==> src/rtl/sar_pkg.sv <==
// ---------------------------------------------------------------------------
// sar_pkg : shared code width and averaging FSM state encoding for sar_avg
// Revision: 1.0
// ---------------------------------------------------------------------------
`default_nettype none

package sar_pkg;

  localparam int CODE_W = 8;

  typedef enum logic [0:0] {
    ACCUM = 1'b0,
    EMIT  = 1'b1
  } state_t;

endpackage

`default_nettype wire

==> src/rtl/sar_result_fifo.sv <==
// ---------------------------------------------------------------------------
// sar_result_fifo : small synchronous FIFO for averaged codes; head output
//                   holds the last popped word while empty.
// Revision: 1.0
// ---------------------------------------------------------------------------
`default_nettype none

module sar_result_fifo
  import sar_pkg::*;
#(
  parameter int WIDTH = CODE_W,
  parameter int DEPTH = 4
) (
  input  logic                         clk,
  input  logic                         rst_n,
  input  logic                         i_clear,
  input  logic                         i_push,
  input  logic [WIDTH-1:0]             i_data,
  input  logic                         i_pop,
  output logic [WIDTH-1:0]             o_data,
  output logic                         o_full,
  output logic                         o_empty,
  output logic [$clog2(DEPTH+1)-1:0]   o_count
);

  localparam int PTR_W = $clog2(DEPTH);
  localparam int CNT_W = $clog2(DEPTH + 1);
  localparam logic [CNT_W-1:0] c_DEPTH = CNT_W'(DEPTH);

  logic [WIDTH-1:0] r_mem [DEPTH];
  logic [PTR_W-1:0] r_wr_ptr;
  logic [PTR_W-1:0] r_rd_ptr;
  logic [CNT_W-1:0] r_count;
  logic [WIDTH-1:0] r_last;
  logic             w_pop_ok;
  logic             w_push_ok;

  assign o_empty   = (r_count == '0);
  assign o_full    = (r_count == c_DEPTH);
  assign w_pop_ok  = i_pop && !o_empty;
  // A full FIFO still accepts a push when the head leaves on the same edge.
  assign w_push_ok = i_push && (!o_full || w_pop_ok);
  assign o_data    = o_empty ? r_last : r_mem[r_rd_ptr];
  assign o_count   = r_count;

  always_ff @(posedge clk or negedge rst_n) begin
    if (!rst_n) begin
      r_wr_ptr <= '0;
      r_rd_ptr <= '0;
      r_count  <= '0;
      r_last   <= '0;
    end else if (i_clear) begin
      r_wr_ptr <= '0;
      r_rd_ptr <= '0;
      r_count  <= '0;
    end else begin
      if (w_push_ok) begin
        r_wr_ptr <= r_wr_ptr + PTR_W'(1);
      end
      if (w_pop_ok) begin
        r_rd_ptr <= r_rd_ptr + PTR_W'(1);
        r_last   <= r_mem[r_rd_ptr];
      end
      case ({w_push_ok, w_pop_ok})
        2'b10:   r_count <= r_count + CNT_W'(1);
        2'b01:   r_count <= r_count - CNT_W'(1);
        default: r_count <= r_count;
      endcase
    end
  end

  always_ff @(posedge clk) begin
    if (w_push_ok && !i_clear) begin
      r_mem[r_wr_ptr] <= i_data;
    end
  end

endmodule

`default_nettype wire

==> src/rtl/sar_avg.sv <==
// ---------------------------------------------------------------------------
// sar_avg : averages 2^OSR_LOG2 SAR conversions per output word into a FIFO.
//           Define SAR_AVG_ROUND_EN for round-half-up instead of truncation.
// Revision: 1.0
// ---------------------------------------------------------------------------
`default_nettype none

module sar_avg
  import sar_pkg::*;
#(
  parameter int OSR_LOG2   = 2,
  parameter int FIFO_DEPTH = 4
) (
  input  logic              clk,
  input  logic              rst_n,
  input  logic              ena,
  input  logic              clear,
  input  logic [CODE_W-1:0] sar_code,
  input  logic              sar_done,
  output logic [CODE_W-1:0] avg_data,
  output logic              avg_valid,
  input  logic              avg_ready,
  output logic [3:0]        fifo_count,
  output logic              overflow
);

  localparam int ACC_W  = CODE_W + OSR_LOG2;
  localparam int CNT_W  = (OSR_LOG2 > 0) ? OSR_LOG2 : 1;
  localparam int FCNT_W = $clog2(FIFO_DEPTH + 1);
  localparam logic [CNT_W-1:0] c_LAST = CNT_W'((1 << OSR_LOG2) - 1);

  state_t              r_state;
  state_t              w_state_nxt;
  logic [ACC_W-1:0]    r_acc;
  logic [ACC_W-1:0]    w_acc_base;
  logic [ACC_W-1:0]    w_acc_nxt;
  logic [CNT_W-1:0]    r_cnt;
  logic [CNT_W-1:0]    w_cnt_base;
  logic [CNT_W-1:0]    w_cnt_nxt;
  logic                r_done_q;
  logic                r_overflow;
  logic                w_capture;
  logic                w_push;
  logic                w_pop;
  logic                w_full;
  logic                w_empty;
  logic [CODE_W-1:0]   w_result;
  logic [CODE_W-1:0]   w_fifo_data;
  logic [FCNT_W-1:0]   w_fifo_count;

  assign w_capture = ena && sar_done && !r_done_q;
  assign w_push    = (r_state == EMIT) && ena && !clear;
  assign w_pop     = avg_ready && !w_empty;

  // EMIT restarts from zero, so a capture landing there becomes sample one.
  always_comb begin
    w_acc_base  = (r_state == EMIT) ? '0 : r_acc;
    w_cnt_base  = (r_state == EMIT) ? '0 : r_cnt;
    w_state_nxt = ACCUM;
    w_acc_nxt   = w_acc_base;
    w_cnt_nxt   = w_cnt_base;
    if (w_capture) begin
      w_acc_nxt = w_acc_base + ACC_W'(sar_code);
      if (w_cnt_base == c_LAST) begin
        w_state_nxt = EMIT;
        w_cnt_nxt   = '0;
      end else begin
        w_cnt_nxt = w_cnt_base + CNT_W'(1);
      end
    end
  end

  always_ff @(posedge clk or negedge rst_n) begin
    if (!rst_n) begin
      r_state    <= ACCUM;
      r_acc      <= '0;
      r_cnt      <= '0;
      r_overflow <= 1'b0;
    end else if (clear) begin
      r_state    <= ACCUM;
      r_acc      <= '0;
      r_cnt      <= '0;
      r_overflow <= 1'b0;
    end else begin
      if (ena) begin
        r_state <= w_state_nxt;
        r_acc   <= w_acc_nxt;
        r_cnt   <= w_cnt_nxt;
      end
      if (w_push && w_full && !w_pop) begin
        r_overflow <= 1'b1;
      end
    end
  end

  always_ff @(posedge clk or negedge rst_n) begin
    if (!rst_n) begin
      r_done_q <= 1'b0;
    end else if (ena) begin
      r_done_q <= sar_done;
    end
  end

  generate
    if (OSR_LOG2 == 0) begin : g_pass
      assign w_result = r_acc[CODE_W-1:0];
    end else begin : g_avg
      logic [ACC_W-1:0] w_sum;
`ifdef SAR_AVG_ROUND_EN
      assign w_sum = r_acc + ACC_W'(1 << (OSR_LOG2 - 1));
`else
      assign w_sum = r_acc;
`endif
      assign w_result = w_sum[ACC_W-1:OSR_LOG2];
    end
  endgenerate

  sar_result_fifo #(
    .WIDTH (CODE_W),
    .DEPTH (FIFO_DEPTH)
  ) u_fifo (
    .clk     (clk),
    .rst_n   (rst_n),
    .i_clear (clear),
    .i_push  (w_push),
    .i_data  (w_result),
    .i_pop   (avg_ready),
    .o_data  (w_fifo_data),
    .o_full  (w_full),
    .o_empty (w_empty),
    .o_count (w_fifo_count)
  );

  assign avg_data   = w_fifo_data;
  assign avg_valid  = !w_empty;
  assign fifo_count = 4'(w_fifo_count);
  assign overflow   = r_overflow;

endmodule

`default_nettype wire

==> config.mk <==
export PLATFORM = sky130hd
export DESIGN_NAME = sar_avg
export DESIGN_NICKNAME = d
export VERILOG_FILES = /design/src/rtl/sar_pkg.sv /design/src/rtl/sar_result_fifo.sv /design/src/rtl/sar_avg.sv
export SDC_FILE = /design/constraint.sdc
export NUM_CORES = 1
export LEC_CHECK = 0
export ABC_AREA = 1
export CORE_MARGIN = 5
export CORE_UTILIZATION = 27
export DETAILED_ROUTE_END_ITERATION = 6
export MAX_ROUTING_LAYER = met4
export PLACE_DENSITY_LB_ADDON = 0.1
export SETUP_SLACK_MARGIN = 0.02
export SLEW_MARGIN = 20
export SYNTH_ARGS = -nofsm -noshare
export SYNTH_HDL_FRONTEND = slang
export SYNTH_SLANG_ARGS = --single-unit
==> constraint.sdc <==
create_clock -name clk -period 2.1 [get_ports clk]
set_clock_uncertainty 0.15 [all_clocks]
set_input_delay 0.42 -clock clk [delete_from_list [all_inputs] [get_ports clk]]
set_output_delay 0.42 -clock clk [all_outputs]
set_load 0.03 [all_outputs]
* Yosys cells after proc, flatten, opt, wreduce, memory -nomap -nowiden
Memory sizes are Yosys's and may differ from the RTL's. Cells that the tools add are included.
Word-level totals: bits in registers 30, memories 1, logic and storage cells 67, RAM bits 32
Memory list:
- u_fifo.r_mem | depth 4, bits a word 8, read ports 1, clocked after Yosys merged registers in 0, wr ports 1, line sar_result_fifo.sv:30 | logic [WIDTH-1:0] r_mem [DEPTH];
Cells by class: eq/ne operators 4, bitwise gates (word level) 1, $add $sub $neg 6, muxes and demuxes 24, reductions and logical operators 22
Operators by type and width (count):
- 10-bit 2-to-1 mux | 4
- 2-bit 2-to-1 mux | 9
- 10-bit by 8-bit adder with 10-bit output | 1
- 1-bit logical AND | 9
- 1-bit 2-to-1 mux | 8
- 8-bit 2-to-1 mux | 1
- 2-bit nonzero test | 4
- 2-bit by 1-bit adder with 2-bit output (second input constant) | 3
- 3-bit case mux with 2 select lines | 1
- 1-bit logical NOT | 5
- 2-bit equality test (second input constant) | 2
- 3-bit by 1-bit adder with 3-bit output (second input constant) | 1
- 3-bit equality test (second input constant) | 1
- 3-bit logical NOT | 1
- 3-bit 2-to-1 mux | 1
- 3-bit nonzero test | 1
- 3-bit by 1-bit subtractor with 3-bit output (second input constant) | 1
- 2-bit by 1-bit equality test with 1-bit output (second input constant) | 1
- 2-bit AND reduction | 1
- 1-bit logical OR | 1
- 1-bit NOT | 1

* Longest topological paths before layout
Gate-level depths: netlist (run 1).
depth in word-level cells 8, mapped depth 15, mapped depth without buffers 15

* By module
From an unflattened synthesis (run 1), not the netlist that was laid out.
Unflattened totals: cell total of the unflattened synthesis 371, area total of the unflattened synthesis 3423.3 um2
By module, submodules not included:
- sar_result_fifo | instances 1, sequential area each 1336.3 um2, area each 2097.0 um2, cells each 187
- sar_avg | instances 1, sequential area each 375.4 um2, area each 1326.3 um2, cells each 184

* Worst setup path before layout (run 1)
No wires, ideal clock.
path kind flip-flop to output port, start register u_fifo.r_count[0] (netlist: u_fifo.o_count[0]), end output port avg_data[0], path slack -411 ps, arrival 1941 ps, data required time 1530 ps, path buffers 1, stages on the path, launching flop included 5, cells stage by stage dfrtp_1 nor2_2 nand2_4 clkbuf_1 o21ai_0
Between the ends: longest elaborated chain between the ends 2
RTL lines:
- start: declaration | line sar_result_fifo.sv:33 | logic [CNT_W-1:0] r_count;
- start signal: assignment | line sar_result_fifo.sv:65 | 2'b10: r_count <= r_count + CNT_W'(1);
- start signal: assignment | line sar_result_fifo.sv:66 | 2'b01: r_count <= r_count - CNT_W'(1);
- start signal: assignment | line sar_result_fifo.sv:67 | default: r_count <= r_count;
- 3-bit logical NOT | line sar_result_fifo.sv:38 | assign o_empty = (r_count == '0);
- 8-bit 2-to-1 mux | line sar_result_fifo.sv:43 | assign o_data = o_empty ? r_last : r_mem[r_rd_ptr];
- end: declaration | line sar_avg.sv:20 | output logic [CODE_W-1:0] avg_data,
No other way between the ends.

* Worst setup path after layout (run 1)
start register u_fifo.r_rd_ptr[0], end output port avg_data[2]
Between the ends: longest elaborated chain between the ends 2
RTL lines:
- start: declaration | line sar_result_fifo.sv:32 | logic [PTR_W-1:0] r_rd_ptr;
- start signal: assignment | line sar_result_fifo.sv:61 | r_rd_ptr <= r_rd_ptr + PTR_W'(1);
- memory read 4 x 8 bit
- 8-bit 2-to-1 mux | line sar_result_fifo.sv:43
No other way between the ends.

==> results.yml, run 1 <==
cells_and_area:
  synthToLayoutAreaGrowth_pct: 37.87
  final_cell_mix: "nand2_1 (63), buf_4 (44), inv_1 (43), nor2_1 (32), edfxtp_1 (32)"
  final_common_cell: "nand2_1"
  nNetsFinal: 465
  post-route-cell-area_um2: 4601
  drive_gt1_share_pct: 30.25
  num_antenna_cells: 0
  fillers: 1212
  postLayoutCoreUtil_pct: 38.14
place:
  pre_cts_ws_ns: -0.1799
  routabilityCongestion: 0.7799
  place_area_um2: 4046
  hpwl_um: 5727
  io_buffers: 26
power_and_ir_drop:
  p_leak_nw: 2.015
  power_per_cell_area_nw_per_um2: 1022
  ir_drop_mv: 0.3693
yosys:
  syn_area_um2: 3337
  ys.flop_type: "edfxtp_1"
  ys_warn_count: 0
  ys_ff_latch: 62
  synth_edf_count: 32
  seq_area_frac_synth_pct: 51.29
  synth_cells: 365
  synth.avg_cell_area_um2: 9.142
  yosysTopAreaCellShare_pct: 28.80
  netlist_top_cells_area: "edfxtp_1 (29%), dfrtp_1 (22%), nand2_1 (7.1%)"
  yosysTopAreaCell: "edfxtp_1"
  synth.distinct_cells: 36
  syn_nets: 392
  synthArstFlopShare_pct: 48.39
sta:
  whs_ns: 0.3447
  fin_crit_sh_pct: 100.9
  final.setup.tns_ns: -0.04102
  setup_viol: 3
  fmaxAchievable_mhz: 471.8
  fin_ws_ns: -0.01936
  timing.final.crit_period_ns: 2.119
  rsz0062_at_grt: "yes"
  hold_viol: 0
  slew_viol_final: 0
global_route:
  track_usage_pct: 11.81
  grt_pass1_wl_um: 13040
  grt_max_degree: 31
  antenna_found_initial: 0
  grt_pass1_vias: 2597
  grt_overflow: 0
run_status:
  status: "finished, violations left"
  violations: "setup timing"
setup_path:
  crit_type: "register to primary output"
  cp.required_ns: 1.53
  reg2regPathDepth: 11
  crit_fanout: 5
  ff2ff_setup_slack_ns: 0.13
  startpoint_type: "register"
  crit_path_end_kind: "primary output"
  critPathArrivalTime_ns: 1.55
clocking:
  cts_buffers: 9
  clock-root-buffer: "clkbuf_16"
  cts_tree: "built"
  htree_levels: 3
  path_clk_slew_ns: 0.06
  worstSkewPairLatency_ns: 0.32
  hold_buffers: 0
  clock_path_buffers: 2
  clkSinkCount: 62
routing:
  vias: 2627
  drc_errors: 0
  first_pass_iters: 4
  drt_iter0_drc: 113
  wl_per_cell_um: 13.13
  vias_per_cell: 4.300
  ant_nets: 0
  wl_um: 8025
floorplanning:
  ioPinCount: 28
  start_util_pct: 27.67
  chipHeight_um: 121.2
  rows: 40
  core_um2: 12060
  die_w_um: 121.2
  die-area_um2: 14680
min_path:
  hold_path_depth: 1
  min_path_type: "register to register"
job:
  drv_cap: 0
[cells by family (layout without fill, tap and decap cells)]
| group | Yosys count | after routing | synth area share, % |
|---|---|---|---|
| and+or+nand+nor | 151 | 151 | 22.46 |
| DFF | 62 | 62 | 51.29 |
| xor gates and xnor gates | 3 | 3 | 0.7875 |
| AOI/OAI and AO/OA | 74 | 74 | 12.11 |
| buffers and inverters | 61 | 139 | 7.911 |
| other | 1 | 1 | 0.1124 |
| adders and majority gates | 13 | 13 | 5.324 |
[synth_stat cells (2+ instances only)]
master,number
inv_2,4
nand3_2,3
ha_1,11
dfrtp_1,30
a21oi_1,7
buf_2,4
fa_1,2
edfxtp_1,32
nand3_1,15
clkbuf_1,2
nand2_1,63
nand2_4,11
nor2_1,40
nor3_1,3
nand4_1,2
buf_4,2
inv_1,45
o22ai_1,15
xor2_1,2
o21ai_1,14
nor2_2,3
nand2_2,9
o21ai_0,33
[repair_timing]
action                     CTS  global route
hold endpoints to repair     0             0
pin swaps                    8            10
buffers inserted             3             0
setup endpoints to repair    9            15
cloned                       1             1
resized for setup           35            24
[flip-flops by register name, summed over array words and instances, names as in the netlist]
signal	cells
g_avg.w_sum	10
overflow	1
r_cnt	2
r_done_q	1
r_state	1
u_fifo.o_count	3
u_fifo.r_last	8
u_fifo.r_mem	32
u_fifo.r_rd_ptr	2
u_fifo.r_wr_ptr	2
[per-stage QoR]
| stage | std cells | total power [W] |
|---|---|---|
| after floorplan | 365 | 0.002444 |
| after global placement | 590 | 0.003007 |
| after detailed placement | 590 | 0.003015 |
| after CTS | 610 | 0.004739 |
| after global routing | 611 | 0.004990 |
| final | 611 | 0.004701 |
[report_power, final]
part | total [W] | switching, W | leakage (nW) | internal [W]
combinational | 0.00163 | 0.000980 | 1.18 | 0.000651
sequential | 0.00148 | 0.0000773 | 0.678 | 0.00140
clock | 0.00159 | 0.000527 | 0.156 | 0.00107
total | 0.00470 | 0.00158 | 2.02 | 0.00312
[cell type report]
class	instances	area, um2	share of cell area (%)
timing repair buffer	71	631.9	13.73
sequential	62	1717	37.31
tap	168	210.2	4.569
clock inverter	6	85.08	1.849
clock buffer	10	239.0	5.194
inverter	52	212.7	4.623
multi-input combinational	242	1505	32.72
[worst max-delay path, cell delays in order, from the launching register on]
cell and delay, ns:
dfrtp_2 0.45, inv_4 0.09, buf_6 0.12, nor2_1 0.05, o22ai_2 0.17, nand2_1 0.07
o21ai_1 0.09, buf_4 0.18
[final timing paths]
path / from / endpoint
setup reg to reg: r_state$_DFFE_PN0P_ / g_avg.w_sum[7]$_DFFE_PN0P_
setup / recovery: u_fifo.r_rd_ptr[0]$_DFFE_PN0P_ / avg_data[2]
max in group asynchronous: rst_n / r_state$_DFFE_PN0P_
min in group asynchronous: rst_n / u_fifo.r_last[3]$_DFFE_PN0P_
hold / removal: overflow$_DFFE_PN0P_ / overflow$_DFFE_PN0P_
hold reg to reg: overflow$_DFFE_PN0P_ / overflow$_DFFE_PN0P_
[per-layer routing]
layer	global-route usage (%)	wire, um	vias up
met1	14.92	3834	1211
li1	-	-	1356
met3	1.911	177	14
met4	5.812	201	0
met2	18.44	3811	46
met5	-	0	-
(Power assumes the default switching activity.)
==> run 2, diff against run 1 <==
--- a/config.mk
+++ b/config.mk
@@ -6,6 +6,7 @@
 export NUM_CORES = 1
 export LEC_CHECK = 0
 export ABC_AREA = 1
+export CORE_ASPECT_RATIO = 1.75
 export CORE_MARGIN = 5
 export CORE_UTILIZATION = 27
 export DETAILED_ROUTE_END_ITERATION = 6
==> results.yml, run 2 (synthesized netlist as in run 1, its figures left out) <==
place:
  hpwl_um: 6056
  routabilityCongestion: 0.8282
  pre_cts_ws_ns: -0.1794
  io_buffers: 26
run_status:
  violations: "setup timing"
  status: "finished, violations left"
setup_path:
  crit_path_end_kind: "primary output"
  cp.required_ns: 1.53
  crit_type: "register to primary output"
  startpoint_type: "register"
  ff2ff_setup_slack_ns: 0.11
  crit_fanout: 8
  critPathArrivalTime_ns: 1.61
cells_and_area:
  final_common_cell: "nand2_1"
  drive_gt1_share_pct: 33.33
  postLayoutCoreUtil_pct: 38.98
  largest_reg_flops: 32
  nNetsFinal: 466
  synthToLayoutAreaGrowth_pct: 40.98
  fillers: 1261
  final_cell_mix: "nand2_1 (58), buf_4 (44), inv_1 (39), nor2_1 (32), edfxtp_1 (32)"
  num_antenna_cells: 0
  largest_register: "u_fifo.r_mem"
global_route:
  met1_usage_pct: 11.86
  track_usage_pct: 12.30
  grt_pass1_vias: 2729
  grt_overflow: 0
  grt_max_degree: 31
  use_met3_pct: 2.774
  busiest_layer: "met2"
  met2_usage_pct: 22.60
  grt_pass1_wl_um: 13430
  antenna_found_initial: 0
sta:
  whs_ns: 0.3447
  fmaxAchievable_mhz: 459.6
  slew_viol_final: 0
  fin_crit_sh_pct: 103.6
  hold_viol: 0
  setup_viol: 8
  timing.final.crit_period_ns: 2.176
  rsz0062_at_grt: "yes"
  fin_ws_ns: -0.07598
clocking:
  worstSkewPairLatency_ns: 0.32
  path_clk_slew_ns: 0.05
  clkSinkCount: 62
  htree_levels: 3
  cts_tree: "built"
  cts_buffers: 9
  hold_buffers: 0
  clock-root-buffer: "clkbuf_16"
  clock_path_buffers: 2
power_and_ir_drop:
  ir_drop_mv: 0.4129
  p_leak_nw: 2.046
  power_per_cell_area_nw_per_um2: 988.1
routing:
  drt_iter0_drc: 65
  vias_per_cell: 4.386
  ant_nets: 0
  first_pass_iters: 4
  vias: 2671
  wl_per_cell_um: 13.74
  drc_errors: 0
  wl_um: 8370
job:
  drv_cap: 0
floorplanning:
  core_um2: 12070
  die_w_um: 94.04
  ioPinCount: 28
  chipHeight_um: 157.1
  rows: 53
  die-area_um2: 14770
  start_util_pct: 27.65
min_path:
  min_path_type: "register to register"
==> run 2: where the power goes <==
group / internal [W] / switching (W) / leakage [nW]
combinational: 0.000691 / 0.00103 / 1.22
clock: 0.000946 / 0.000510 / 0.143
sequential: 0.00140 / 0.0000703 / 0.681
==> run 2: routing by layer <==
| metal | share of wire [%] | vias to the layer above |
|---|---|---|
| met3 | 2.2 | 10 |
| met4 | 2.2 | 0 |
| met2 | 60 | 39 |
| met1 | 36 | 1264 |
| met5 | 0 | - |
| li1 | - | 1358 |
==> run 2: per-stage QoR <==
| stage | power (W) | area [um2] | instances | TNS (ns) |
|---|---|---|---|---|
| floorplan | 0.002444 | 3338 | 365 | -0.7691 |
| global placement | 0.002996 | 4005 | 582 | -2.170 |
| finish | 0.004649 | 4705 | 609 | -0.3793 |
| global route | 0.004918 | 4705 | 609 | -1.035 |
| CTS | 0.004563 | 4395 | 600 | -0.2576 |
| detailed placement | 0.003014 | 4005 | 582 | -2.865 |
==> run 2: critical path: stages (launching register included) <==
cell	delay, ns
dfrtp_2	0.45
inv_4	0.12
clkbuf_16	0.17
nor2_1	0.05
o22ai_2	0.17
nand2_1	0.07
o21ai_1	0.07
buf_4	0.17
==> run 2: area by class of cell <==
| type | instances | area [um2] | share of cell area (%) |
|---|---|---|---|
| clock buffers | 12 | 246.5 | 5.239 |
| clock inverters | 4 | 47.55 | 1.011 |
| repair buffers | 72 | 660.6 | 14.04 |
| inverters | 52 | 215.2 | 4.574 |
| multi-input cells | 242 | 1614 | 34.31 |
| well taps | 165 | 206.4 | 4.388 |
| flip-flops and latches | 62 | 1714 | 36.44 |
==> run 2: final timing paths <==
| check | from | end | cells after the start |
|---|---|---|---|
| min in group asynchronous | rst_n | u_fifo.r_last[0]$_DFFE_PN0P_ | 2 |
| worst min register to register | overflow$_DFFE_PN0P_ | overflow$_DFFE_PN0P_ | 1 |
| max in group asynchronous | rst_n | u_fifo.r_rd_ptr[1]$_DFFE_PN0P_ | 2 |
| worst max-delay path | u_fifo.r_rd_ptr[0]$_DFFE_PN0P_ | avg_data[1] | 7 |
| worst min-delay path | overflow$_DFFE_PN0P_ | overflow$_DFFE_PN0P_ | 1 |
| worst max register to register | r_state$_DFFE_PN0P_ | g_avg.w_sum[6]$_DFFE_PN0P_ | 12 |
==> run 2: timing repair <==
item	in CTS	in global routing
setup endpoints to repair	13	14
gates resized for setup	27	58
buffers inserted	2	6
pin swaps	8	33
gates cloned	0	3
